**src/rtl/mem_port_arbiter.sv**
```systemverilog
// Two-requester arbiter for a single shared memory port (instruction fetch = 0, data = 1).
// Alternating priority on ties, registered request capture, optional BUSY timeout with err flag.
module mem_port_arbiter #(
  parameter int unsigned TIMEOUT = 16
) (
  input  logic        clk,
  input  logic        rst_n,
  input  logic        req0,
  input  logic        req1,
  input  logic [31:0] addr0,
  input  logic [31:0] addr1,
  input  logic [31:0] wdata0,
  input  logic [31:0] wdata1,
  input  logic        we0,
  input  logic        we1,
  output logic        gnt0,
  output logic        gnt1,
  output logic        done0,
  output logic        done1,
  output logic        err,
  output logic [31:0] rdata,
  output logic        mem_req,
  output logic [31:0] mem_addr,
  output logic [31:0] mem_wdata,
  output logic        mem_we,
  input  logic        mem_ready,
  input  logic [31:0] mem_rdata,
  output logic        sel,
  output logic [1:0]  dbg_state
);

  // Handshake: a requester holds reqN until it sees gntN; from then on the
  // transaction is owned by the arbiter and reqN is ignored. mem_req stays high
  // until the memory answers with mem_ready (sampled on the edge), and doneN
  // pulses for exactly one cycle afterwards (with err on a timeout abort).

  typedef enum logic [1:0] {
    IDLE  = 2'd0,
    BUSY0 = 2'd1,
    BUSY1 = 2'd2
  } state_t;

  localparam int CW = (TIMEOUT > 1) ? $clog2(TIMEOUT) : 1;
  localparam logic [CW-1:0] CNT_LAST = (TIMEOUT > 0) ? CW'(TIMEOUT - 1) : '0;

  state_t      state_q, state_d;
  logic        last_grant_q, last_grant_d;
  logic [CW-1:0] cnt_q, cnt_d;
  logic [31:0] mem_addr_q, mem_addr_d;
  logic [31:0] mem_wdata_q, mem_wdata_d;
  logic        mem_we_q, mem_we_d;
  logic [31:0] rdata_q, rdata_d;
  logic        done0_q, done0_d;
  logic        done1_q, done1_d;
  logic        err_q, err_d;

  logic        grant1;
  logic        timeout_hit;

  // Tie goes to whichever requester was not served last.
  assign grant1      = req1 && (!req0 || !last_grant_q);
  assign timeout_hit = (TIMEOUT != 0) && (cnt_q == CNT_LAST);

  always_comb begin
    state_d      = state_q;
    last_grant_d = last_grant_q;
    cnt_d        = cnt_q;
    mem_addr_d   = mem_addr_q;
    mem_wdata_d  = mem_wdata_q;
    mem_we_d     = mem_we_q;
    rdata_d      = rdata_q;
    done0_d      = 1'b0;
    done1_d      = 1'b0;
    err_d        = 1'b0;

    case (state_q)
      IDLE: begin
        if (req0 || req1) begin
          state_d      = grant1 ? BUSY1 : BUSY0;
          last_grant_d = grant1;
          cnt_d        = '0;
          mem_addr_d   = grant1 ? addr1  : addr0;
          mem_wdata_d  = grant1 ? wdata1 : wdata0;
          mem_we_d     = grant1 ? we1    : we0;
        end
      end
      BUSY0, BUSY1: begin
        // mem_ready takes precedence over a timeout landing on the same edge.
        if (mem_ready) begin
          state_d = IDLE;
          rdata_d = mem_rdata;
          done0_d = (state_q == BUSY0);
          done1_d = (state_q == BUSY1);
        end else if (timeout_hit) begin
          state_d = IDLE;
          done0_d = (state_q == BUSY0);
          done1_d = (state_q == BUSY1);
          err_d   = 1'b1;
        end else begin
          cnt_d = cnt_q + CW'(1);
        end
      end
      default: begin
        state_d = IDLE;
      end
    endcase
  end

  always_ff @(posedge clk or negedge rst_n) begin
    if (!rst_n) begin
      state_q      <= IDLE;
      last_grant_q <= 1'b1;
      cnt_q        <= '0;
      mem_addr_q   <= 32'h0;
      mem_wdata_q  <= 32'h0;
      mem_we_q     <= 1'b0;
      rdata_q      <= 32'h0;
      done0_q      <= 1'b0;
      done1_q      <= 1'b0;
      err_q        <= 1'b0;
    end else begin
      state_q      <= state_d;
      last_grant_q <= last_grant_d;
      cnt_q        <= cnt_d;
      mem_addr_q   <= mem_addr_d;
      mem_wdata_q  <= mem_wdata_d;
      mem_we_q     <= mem_we_d;
      rdata_q      <= rdata_d;
      done0_q      <= done0_d;
      done1_q      <= done1_d;
      err_q        <= err_d;
    end
  end

  assign gnt0      = (state_q == BUSY0);
  assign gnt1      = (state_q == BUSY1);
  assign mem_req   = (state_q == BUSY0) || (state_q == BUSY1);
  assign sel       = (state_q == BUSY1);
  assign mem_addr  = mem_addr_q;
  assign mem_wdata = mem_wdata_q;
  assign mem_we    = mem_we_q;
  assign rdata     = rdata_q;
  assign done0     = done0_q;
  assign done1     = done1_q;
  assign err       = err_q;
  assign dbg_state = state_q;

endmodule
```
**config.mk**
```make
export PLATFORM = sky130hd
export DESIGN_NAME = mem_port_arbiter
export DESIGN_NICKNAME = d
export VERILOG_FILES = /design/src/rtl/mem_port_arbiter.sv
export SDC_FILE = /design/constraint.sdc
export NUM_CORES = 1
export LEC_CHECK = 0
export BUFFER_PORTS_ARGS = -buffer_cell sky130_fd_sc_hd__buf_2
export CELL_PAD_IN_SITES_DETAIL_PLACEMENT = 0
export CELL_PAD_IN_SITES_GLOBAL_PLACEMENT = 1
export CORE_MARGIN = 1
export CORE_UTILIZATION = 32
export CTS_BUF_LIST = sky130_fd_sc_hd__clkbuf_4
export DETAILED_ROUTE_END_ITERATION = 8
export PLACE_DENSITY = 0.86
export REMOVE_ABC_BUFFERS = 1
export SETUP_SLACK_MARGIN = 0.1
export SLEW_MARGIN = 30
export SYNTH_ARGS = -nofsm -noshare
export SYNTH_HDL_FRONTEND = slang
export SYNTH_SLANG_ARGS = --single-unit
```
**constraint.sdc**
```tcl
create_clock -name clk -period 2.95 [get_ports clk]
set_input_delay 0.1475 -clock clk [delete_from_list [all_inputs] [get_ports clk]]
set_output_delay 0.1475 -clock clk [all_outputs]
set_load 0.02 [all_outputs]
```
==> results.txt <==
----------------------------------------------------
[Status]
  Run status ... completed

[Clock tree]
  Count of hold buffers inserted by post-cts repair ... ~170
  Buffer count from post-CTS setup fixing ... 0
  Buffer cell driving the clock tree root ... sky130_fd_sc_hd__clkbuf_4
  CTS tree ... done
  CTS buffer count ... 9
  Clock input transition at the sequential cells of the worst setup and hold paths ... roughly 0.16 ns
  Clock Path Buffers ... 2
  H-Tree Depth ... 3
  Post-CTS sizing ... 0
  Number of sinks driven by the clock tree ... between 100 and 150
  Clock latency at the later pin of the worst-skew pair ... 0.46 ns

[Place]
  Number of port buffers ... ~270
  Minimum setup slack after placement ... between 0.7 and 0.8 ns
  Gp weighted congestion ... roughly 0.79
  Area after DPL ... about 6300 um2
  Post-DP HPWL ... between 8 and 9 mm

[Final layout]
  N_diodes ... 0
  Area Overhead vs Synth ... 69.3%
  Fin nets ... around 1000
  Fraction of layout instances using a drive strength above 1 ... ~39%
  Commonest cells after routing, fill and taps aside ... sky130_fd_sc_hd__buf_2, sky130_fd_sc_hd__dlygate4sd3_1, sky130_fd_sc_hd__dfrtp_1, sky130_fd_sc_hd__nand2_1, sky130_fd_sc_hd__mux2i_1
  Finished Cell Area ... ~8100 um2
  Most common library cell in the layout ignoring fill and taps ... sky130_fd_sc_hd__buf_2

[Worst setup path]
  CP cell instances ... inv_1 -> ha_1 -> and2_1 -> buf_4 -> mux2_2
  Data arrival time of the critical path ... between 2 and 3 ns
  Endpoint of the lowest-slack register-to-register path ... rdata[14]$_DFFE_PN0P_
  Longest individual stage delay on the worst path ... 0.50 ns
  Reg2Reg Setup Slack ... between 0.6 and 0.7 ns
  Startpoint Class ... register
  Kind of end point of the critical path ... register
  Category of the critical setup timing path ... register to register
  Reg2Reg Depth ... 5
  Kind of cell adding the most delay to the critical path ... buffers and inverters
  Top fanout value on the critical path ... 32
  Launch point of the worst reg-to-reg path ... dbg_state[0]$_DFFE_PN0P_
  Required time of the critical path ... approximately 3.3 ns
  Crit path max-delay cell type ... sky130_fd_sc_hd__ha_1
  Worst Path Buf+Inv ... 2

[Global route]
  Initial antenna violation count ... 0
  Via count of the first global-routing pass ... just over 5000
  First-pass GRT wire length ... around 25 mm
  Pin count of the biggest net entering global routing ... around 110
  Aggregate global routing overflow ... 0
  Global router's overall resource usage ... about 20%

[Synthesis]
  Netlist area before placement ... between 4000 and 5000 um2
  Number of synthesized flops with an enable pin ... 0
  Synth Area in Simple Gates ... under 10%
  Sequential share of the synthesized area ... between 50 and 60%
  Number of synthesized register bits ... ~110
  Xor/xnor cell area share of the yosys netlist ... 0%
  Portion of synthesized cell area occupied by the leading cell type ... approximately 55%
  Largest family of logic cells by synthesized area ... multiplexers
  Synthesized-area fraction occupied by adder cells ... 1.31%
  Cells after synthesis ... between 400 and 500
  Synth Area per Inst ... 11.7 um2
  Fraction of synthesized area in multiplexers ... about a fifth
  Share of flip-flops with an asynchronous set or reset after synthesis ... between 90% and 100%
  Compound-Gate Fraction of Synth Area ... 9.78%
  Library cell occupying the most area in the post-synthesis netlist ... sky130_fd_sc_hd__dfrtp_1
  Number of library cell types mapped by synthesis ... 33
  Synth warn ... 0
  Predominant post-synthesis flop cell ... sky130_fd_sc_hd__dfrtp_1
  Top cells by area in the synthesized netlist ... sky130_fd_sc_hd__dfrtp_1, sky130_fd_sc_hd__mux2i_1, sky130_fd_sc_hd__mux2_2

[Timing]
  Total negative slack for setup checks ... 0 ns
  Shortest clock period the worst path allows after layout ... roughly 2.3 ns
  Final setup slack of the worst path ... ~0.64 ns
  Achievable clock frequency ... around 430 MHz
  Number of endpoints failing setup at the final stage ... 0
  Max Transition Viols Final ... 0
  Hold slack final ... 0.0625 ns
  Number of endpoints with negative hold slack in the final report ... 0
  Post-route fraction of the period consumed by the critical path ... ~78%
  Worst max-slew margin expressed relative to the limit ... 61.8%
  Unrepaired setup endpoints after global routing ... no
  Actual slew at the worst max-slew pin ... between 0.5 and 0.6 ns
  Setup Skew ... 0.0145 ns

[Pwr]
  Static Leak ... 4.03 nW
  VDD IR-drop max ... between 400 and 500 uV
  Areal power density over the cells ... between 800 and 900 nW/um2

[Drt]
  Wire per inst ... around 15 um
  First-pass iteration count of the detailed router ... 4
  Drt drc ... 0
  Number of vias after detailed routing ... ~4800
  Vias per cell ... ~4.7
  Remaining antenna violation count after routing ... 0
  Number of DRC violations after detailed-routing iteration 0 ... ~160
  Detailed-route wire length ... about 15 mm

[Die]
  Core ar. ... approximately 15000 um2
  Initial core utilization ... roughly a third
  DIE WIDTH ... approximately 120 um
  DIE AREA ... between 15000 and 20000 um2
  Die Ht ... 124 um
  I/O pin count ... around 270
  Row count ... 44

[Hold path]
  Start point of the worst hold path ... addr0[10]
  Worst hold path class ... input port to register
  Worst hold path cell count ... 3
  WHS Endpoint ... mem_addr[10]$_DFFE_PN0P_

[Job]
  Number of maximum-capacitance constraint violations ... 0

----------------------------------------------------
-- stage by stage --
stage | cells | total power [mW] | utilization, %
3_3_place_gp | 842 | 5.85 | 43.3
4_1_cts | 1024 | 7.03 | 55.7
5_1_grt | 1024 | 7.48 | 55.7
3_5_place_dp | 843 | 6.01 | 43.5
2_1_floorplan | 381 | 4.78 | -
6_report | 1024 | 7.04 | 55.7
-- registers in the layout, summed over array words and instances, names as in the netlist --
name / flops
cnt_q: 4
dbg_state: 2
done0: 1
done1: 1
err: 1
last_grant_q: 1
mem_addr: 32
mem_wdata: 32
mem_we: 1
rdata: 32
-- cell families (layout without fill, tap and decap cells) --
logic type,count (synthesis),after routing
DFF,107,107
muxes,97,97
and+or+nand+nor,85,85
AOI/OAI and AO/OA,84,84
buffers and inverters,31,462
adders and majority gates,5,5
-- tightest hold or removal path, cell delays in order --
cell and delay [ns]:
sky130_fd_sc_hd__buf_2 0.08, sky130_fd_sc_hd__mux2i_1 0.10, sky130_fd_sc_hd__o21ai_0 0.16
-- power by group --
group          leakage, nW  internal [mW]  switching, mW
Clock               0.0752          0.262          0.477
Sequential            1.30           2.17          0.384
Combinational         2.66           1.54           2.20
-- synthesized netlist by cell type (2+ instances only) --
| cell type | n |
|---|---|
| sky130_fd_sc_hd__and3_1 | 2 |
| sky130_fd_sc_hd__o211a_1 | 2 |
| sky130_fd_sc_hd__buf_6 | 5 |
| sky130_fd_sc_hd__o22a_1 | 2 |
| sky130_fd_sc_hd__nor4b_1 | 2 |
| sky130_fd_sc_hd__buf_4 | 7 |
| sky130_fd_sc_hd__o21ai_0 | 28 |
| sky130_fd_sc_hd__nand2b_1 | 2 |
| sky130_fd_sc_hd__nor2_1 | 2 |
| sky130_fd_sc_hd__nand2_1 | 67 |
| sky130_fd_sc_hd__mux2_2 | 32 |
| sky130_fd_sc_hd__buf_2 | 9 |
| sky130_fd_sc_hd__clkbuf_1 | 4 |
| sky130_fd_sc_hd__inv_1 | 3 |
| sky130_fd_sc_hd__o21ai_1 | 39 |
| sky130_fd_sc_hd__a31oi_1 | 2 |
| sky130_fd_sc_hd__nand3_1 | 5 |
| sky130_fd_sc_hd__clkbuf_2 | 3 |
| sky130_fd_sc_hd__ha_1 | 5 |
| sky130_fd_sc_hd__dfrtp_1 | 106 |
| sky130_fd_sc_hd__a21oi_1 | 2 |
| sky130_fd_sc_hd__o31ai_1 | 2 |
| sky130_fd_sc_hd__mux2i_1 | 65 |
| sky130_fd_sc_hd__o211ai_1 | 4 |
-- worst max-delay path by stage --
stage	startpoint	end	slack [ns]	depth (start not counted)
after floorplan	req0	mem_addr[0]$_DFFE_PN0P_	-4.36	2
after global routing	dbg_state[0]$_DFFE_PN0P_	rdata[14]$_DFFE_PN0P_	0.50	5
after detailed placement	dbg_state[0]$_DFFE_PN0P_	rdata[9]$_DFFE_PN0P_	0.72	5
after CTS	dbg_state[0]$_DFFE_PN0P_	rdata[23]$_DFFE_PN0P_	0.67	5
final	dbg_state[0]$_DFFE_PN0P_	rdata[14]$_DFFE_PN0P_	0.64	5
after global placement	dbg_state[0]$_DFFE_PN0P_	rdata[12]$_DFFE_PN0P_	0.85	5
-- per-layer routing --
| metal | wire length [um] | share of wire, % | vias up | GRT usage [%] |
|---|---|---|---|---|
| met5 | 0 | 0 | - | 0 |
| met3 | 1010 | 6.5 | 39 | 5.20 |
| met2 | 7820 | 51 | 214 | 35.8 |
| li1 | - | - | 2280 | - |
| met4 | 520 | 3.4 | 0 | 10.2 |
| met1 | 6100 | 39 | 2249 | 22.2 |
-- area by class of cell --
cell class | instances | area (um2)
fill | 1174 | 6430
timing repair buffer | 443 | 3120
sequential | 107 | 2680
multi-input combinational | 271 | 1930
tap | 184 | 230
clock buffer | 10 | 75.1
clock inverter | 6 | 56.3
inverter | 3 | 11.3
(Power assumes the default switching activity.)
